$ cat src/rtl/imem_fetch_sched.sv
// imem_fetch_sched: shares one sync-read imem between fetch and loader.
// Ports: loader ld_*, fetch ctl stall/branch/npc, decode instr/pc/pc4, mem_*.
module imem_fetch_sched #(
  parameter logic [31:0] RESET_PC = 32'h0000_3000,
  parameter int          ADDR_W   = 10
) (
  input  logic              clk,
  input  logic              clr_n,
  input  logic              ld_req,
  input  logic [ADDR_W-1:0] ld_addr,
  input  logic [31:0]       ld_data,
  output logic              ld_ack,
  input  logic              ld_done,
  input  logic              stall,
  input  logic              branch,
  input  logic [31:0]       npc,
  output logic [31:0]       instr,
  output logic [31:0]       pc,
  output logic [31:0]       pc4,
  output logic              instr_valid,
  output logic              fault,
  output logic              mem_en,
  output logic              mem_we,
  output logic [ADDR_W-1:0] mem_addr,
  output logic [31:0]       mem_wdata,
  input  logic [31:0]       mem_rdata
);

  localparam logic [1:0] S_LOAD  = 2'd0;
  localparam logic [1:0] S_FETCH = 2'd1;
  localparam logic [1:0] S_FAULT = 2'd2;

  localparam logic [32:0] SPAN = 33'd4 << ADDR_W;

  logic [1:0]  state;
  logic [31:0] fpc;
  logic [31:0] off;
  logic [31:0] pc_q;
  logic [31:0] pc4_q;
  logic [31:0] hold_q;
  logic        rd_q;
  logic        vld_q;
  logic        fault_q;
  logic        ack_q;
  logic        in_rng;
  logic        issue;

  assign off    = fpc - RESET_PC;
  assign in_rng = (fpc[1:0] == 2'b00) &&
                  ({1'b0, off} < SPAN);
  assign issue  = (state == S_FETCH) && !ld_req &&
                  !stall && in_rng;

  always_comb begin
    mem_en    = 1'b0;
    mem_we    = 1'b0;
    mem_addr  = ld_addr;
    mem_wdata = ld_data;
    unique case (1'b1)
      ld_req: begin
        mem_en = 1'b1;
        mem_we = 1'b1;
      end
      issue: begin
        mem_en   = 1'b1;
        mem_addr = off[ADDR_W+1:2];
      end
      default: ;
    endcase
  end

  // Fresh read data right after an issue, held copy during stalls.
  assign instr       = rd_q ? mem_rdata : hold_q;
  assign pc          = pc_q;
  assign pc4         = pc4_q;
  assign instr_valid = vld_q;
  assign fault       = fault_q;
  assign ld_ack      = ack_q;

  always_ff @(posedge clk or negedge clr_n) begin
    if (!clr_n) begin
      state   <= S_LOAD;
      fpc     <= RESET_PC;
      pc_q    <= RESET_PC;
      pc4_q   <= RESET_PC + 32'd4;
      hold_q  <= '0;
      rd_q    <= 1'b0;
      vld_q   <= 1'b0;
      fault_q <= 1'b0;
      ack_q   <= 1'b0;
    end else begin
      ack_q <= ld_req;
      rd_q  <= issue;
      if (rd_q) hold_q <= mem_rdata;
      unique case (state)
        S_LOAD, S_FAULT: begin
          if (ld_done) begin
            state   <= S_FETCH;
            fpc     <= RESET_PC;
            fault_q <= 1'b0;
          end
        end
        S_FETCH: begin
          if (ld_req) begin
            state <= S_LOAD;
            vld_q <= 1'b0;
          end else if (stall) begin
            state <= S_FETCH;
          end else if (in_rng) begin
            pc_q  <= fpc;
            pc4_q <= fpc + 32'd4;
            vld_q <= 1'b1;
            fpc   <= branch ? npc : fpc + 32'd4;
          end else begin
            state   <= S_FAULT;
            fault_q <= 1'b1;
            vld_q   <= 1'b0;
          end
        end
        default: state <= S_LOAD;
      endcase
    end
  end

endmodule

$ cat config.mk
export PLATFORM = sky130hd
export DESIGN_NAME = imem_fetch_sched
export DESIGN_NICKNAME = d
export VERILOG_FILES = /design/src/rtl/imem_fetch_sched.sv
export SDC_FILE = /design/constraint.sdc
export NUM_CORES = 1
export LEC_CHECK = 0
export CAP_MARGIN = 20
export CORE_ASPECT_RATIO = 0.8
export CORE_MARGIN = 10
export CORE_UTILIZATION = 45
export CTS_BUF_LIST = sky130_fd_sc_hd__clkbuf_8
export DETAILED_ROUTE_END_ITERATION = 7
export GPL_ROUTABILITY_DRIVEN = 0
export HOLD_SLACK_MARGIN = 0.06
export PLACE_DENSITY = 0.79
export SYNTH_ARGS = -nofsm -noshare
export SYNTH_HDL_FRONTEND = slang
export SYNTH_SLANG_ARGS = --single-unit
export TNS_END_PERCENT = 5
$ cat constraint.sdc
create_clock -name clk -period 2.8 [get_ports clk]
set_input_delay 0.42 -clock clk [delete_from_list [all_inputs] [get_ports clk]]
set_output_delay 0.42 -clock clk [all_outputs]
set_load 0.1 [all_outputs]
==> summary.md <==
| Metric | Value |
|---|---|
| Clock tree buffer depth | 2 |
| Initial antenna violation count | 0 |
| Seq/Total Area, Yosys | 53.3% |
| Post-synthesis average cell area | 11.7 um^2 |
| Unique masters post-synth | 55 |
| Critical Path AT | 2.50 ns |
| Critical path origin | ld_req |
| Die height | 125 um |
| Fmax | 342 MHz |
| Cell with the most instances after synthesis | dfrtp_1 |
| Worst skew pair latency | 0.44 ns |
| Share of cells above drive strength 1 | 35.3% |
| Die ar. | 18900 um^2 |
| I/O Buffers | 190 |
| Die X-Extent | 151 um |
| Ant. Diodes | 0 |
| Crit start category | input pin |
| Post-route ant nets | 0 |
| Fin cells | 889 |
| Final worst path period need | 2.92 ns |
| Syn_nets | 643 |
| #FFs+latches synth | 132 |
| Critical Path Sink Type | output port |
| Peak per-stage delay on the critical path | 0.56 ns |
| Failing checks | negative setup slack |
| Number of CTS-inserted buffers | 17 |
| Yosys Warn Count | 0 |
| Vias per inst | 5.33 |
| Vias in the first global route | 5090 |
| First-pass GRT wire length | 28200 um |
| Total gr overflow | 0 |
| Initial Util | 45.9% |
| CP required | 2.38 ns |
| Post-Syn Instances | 530 |
| Critical Path Slowest Stage Cell | or4b_1 |
| Pre-CTS setup slack | -0.145 ns |
| Met2 routed WL | 8520 um |
| Post-synth top area cell | dfrtp_1 |
| Worst hold slack | 0.488 ns |
| R2R depth | 6 |
| # IOs | 255 |
| Slew HR | 48.6% |
| All-Layer GR Usage | 18.7% |
| Area Growth Syn to Fin | 42.8% |
| H-tree levels | 4 |
| Yosys top cell area share | 50.3% |
| Fin crit share | 104% |
| Initial detailed-routing violation count | 286 |
| M1 wire length | 7300 um |
| Fin Setup TNS | -1.15 ns |
| Most used DFF post-synth | dfrtp_1 |
| Post-synth EDFFs | 0 |
| Worst slew pin tran | 0.770 ns |
| Mapped Area | 6220 um^2 |
| Worst reg2reg setup slack | 0.45 ns |
| CTS Sinks | 132 |
| Crit path top cell by count | buf_12 |
| Placed Cells | 851 |
| DR WL met3 | 1760 um |
| FP Rows | 38 |
| Total Wirelength | 17800 um |
| Fill count | 1036 |
| R2r startpoint | state[1] |
| HP Class | flop to flop |
| Maxcap violations | 0 |
| Critical path cell sequence | clkdlybuf4s50_1 > or4b_1 > or3_4 > buf_12 > mux2_4 > buf_12 |
| Clk_skew | 0.0131 ns |
| RR Endpoint | pc4[14] |
| Max Slew Vio Count | 0 |
| Worst-path clk slew | 0.07 ns |
| Largest net degree at the start of global routing | 55 |
| RSZ-0062 raised after global routing | yes |
| Setup slack after layout | -0.121 ns |
| Core box area | 13600 um^2 |
| Synth top area cells | dfrtp_1 50%, mux2_4 7.7%, mux2_2 6.0% |
| Residual DRC | 0 |
| CP Class | input pin to output port |
| HPWL Detailed | 13200 um |
| CP max FO | 9 |
| Final Hold Vio Count | 0 |
| Layout Nets | 809 |
| Synth cell count leaders | 125 x dfrtp_1, 43 x and2_1, 42 x nand2_1, 35 x buf_4, 33 x mux2_2 |
| Status | finished, violations left |
| Async set or reset register ratio after synthesis | 100% |
| DR WL/cell | 20.0 um |
| Highest routed layer | met4 |
| Via count | 4735 |
| CTS root buf | clkbuf_8 |
| CP endpoint | mem_addr[4] |
| Drt pass-1 iters | 5 |
| CTS tree | yes |
| Final setup viols | 11 |
kinds of logic (layout without fill, tap and decap cells):
kind of cell    count (synthesis)  after routing  synth area share (%)
fa+ha+maj                       1              1                 0.201
buf+inv                        78            257                  7.53
mux                            73             73                  15.0
flops                         132            132                  53.3
compound gates                 63             63                  7.01
simple gates                  172            172                  15.4
xor+xnor                       11             11                  1.55
placed cells by master, fill, tap and decap left out, types with 3 or more instances in the layout:
master           netlist  final
dfrtp_1              125    125
buf_4                 35     93
clkdlybuf4s50_1        0     78
buf_12                 0     45
and2_1                43     43
nand2_1               42     42
mux2_2                33     33
mux2_4                32     32
clkbuf_8               0     22
nor4_1                20     18
o21ai_0               16     16
nor2_1                12     12
inv_1                  6      9
a22oi_1                9      9
nor3_1                 8      8
nand2b_1               9      8
mux2i_1                8      8
nand4_1                7      7
a21oi_1                7      7
dfstp_2                7      7
nand3_1                6      6
xnor2_1                6      6
o31ai_1                6      6
xor2_1                 5      5
nor2b_1                4      4
o21ai_1                4      4
nor3b_1                3      3
o2111a_1               3      3
a221oi_1               3      3
and3_1                 3      3
bufinv_16              0      3
flip-flops by register name (all words and copies together) (netlist names):
| register | cells |
|---|---|
| hold_q | 32 |
| fpc | 32 |
| pc4 | 30 |
| ld_ack | 1 |
| state | 2 |
| pc | 32 |
| rd_q | 1 |
| instr_valid | 1 |
| fault | 1 |
critical path, delay by kind of cell:
family | cells | cell delay [ns]
multiplexers | 1 | 0.32
buffers and inverters | 3 | 0.76
AND/OR/NAND/NOR | 2 | 0.99
worst min-delay path by stage:
stage | startpoint | endpoint | cells after the start
floorplan | clr_n | fault | 0
global placement | clr_n | fpc[29] | 1
detailed placement | clr_n | fpc[1] | 1
CTS | clr_n | fpc[1] | 2
global route | clr_n | fpc[0] | 2
finish | pc4[22] | pc4[22] | 1
metal layers:
layer / track usage (%) / vias up
li1: - / 2157
met1: 23.3 / 2326
met2: 29.7 / 221
met3: 6.96 / 31
met4: 5.65 / 0
met5: 0 / -
repair_timing:
action,in CTS,in global routing
pin swaps,2,2
hold buffers,1,0
resized for setup,5,0
setup endpoints to repair,11,11
buffers inserted,4,1
hold endpoints to repair,43,0
through the flow:
stage               util (%)  instance area [um^2]
global placement        61.6                  8350
CTS                     65.4                  8870
floorplan                  -                  6220
detailed placement      61.6                  8350
global route            65.5                  8880
finish                  65.5                  8880
cell type report:
class	count	area, um^2	share of cell area (%)
timing repair buffer	219	2410	27.2
clock buffer	22	303	3.41
inverter	6	22.5	0.254
clock inverter	10	130	1.47
multi-input combinational	320	2470	27.8
tap	180	225	2.54
sequential	132	3310	37.3
Power is left out: the tool's default activity adds up to more than one toggle a clock period on the data nets, which glitch-free logic cannot reach.
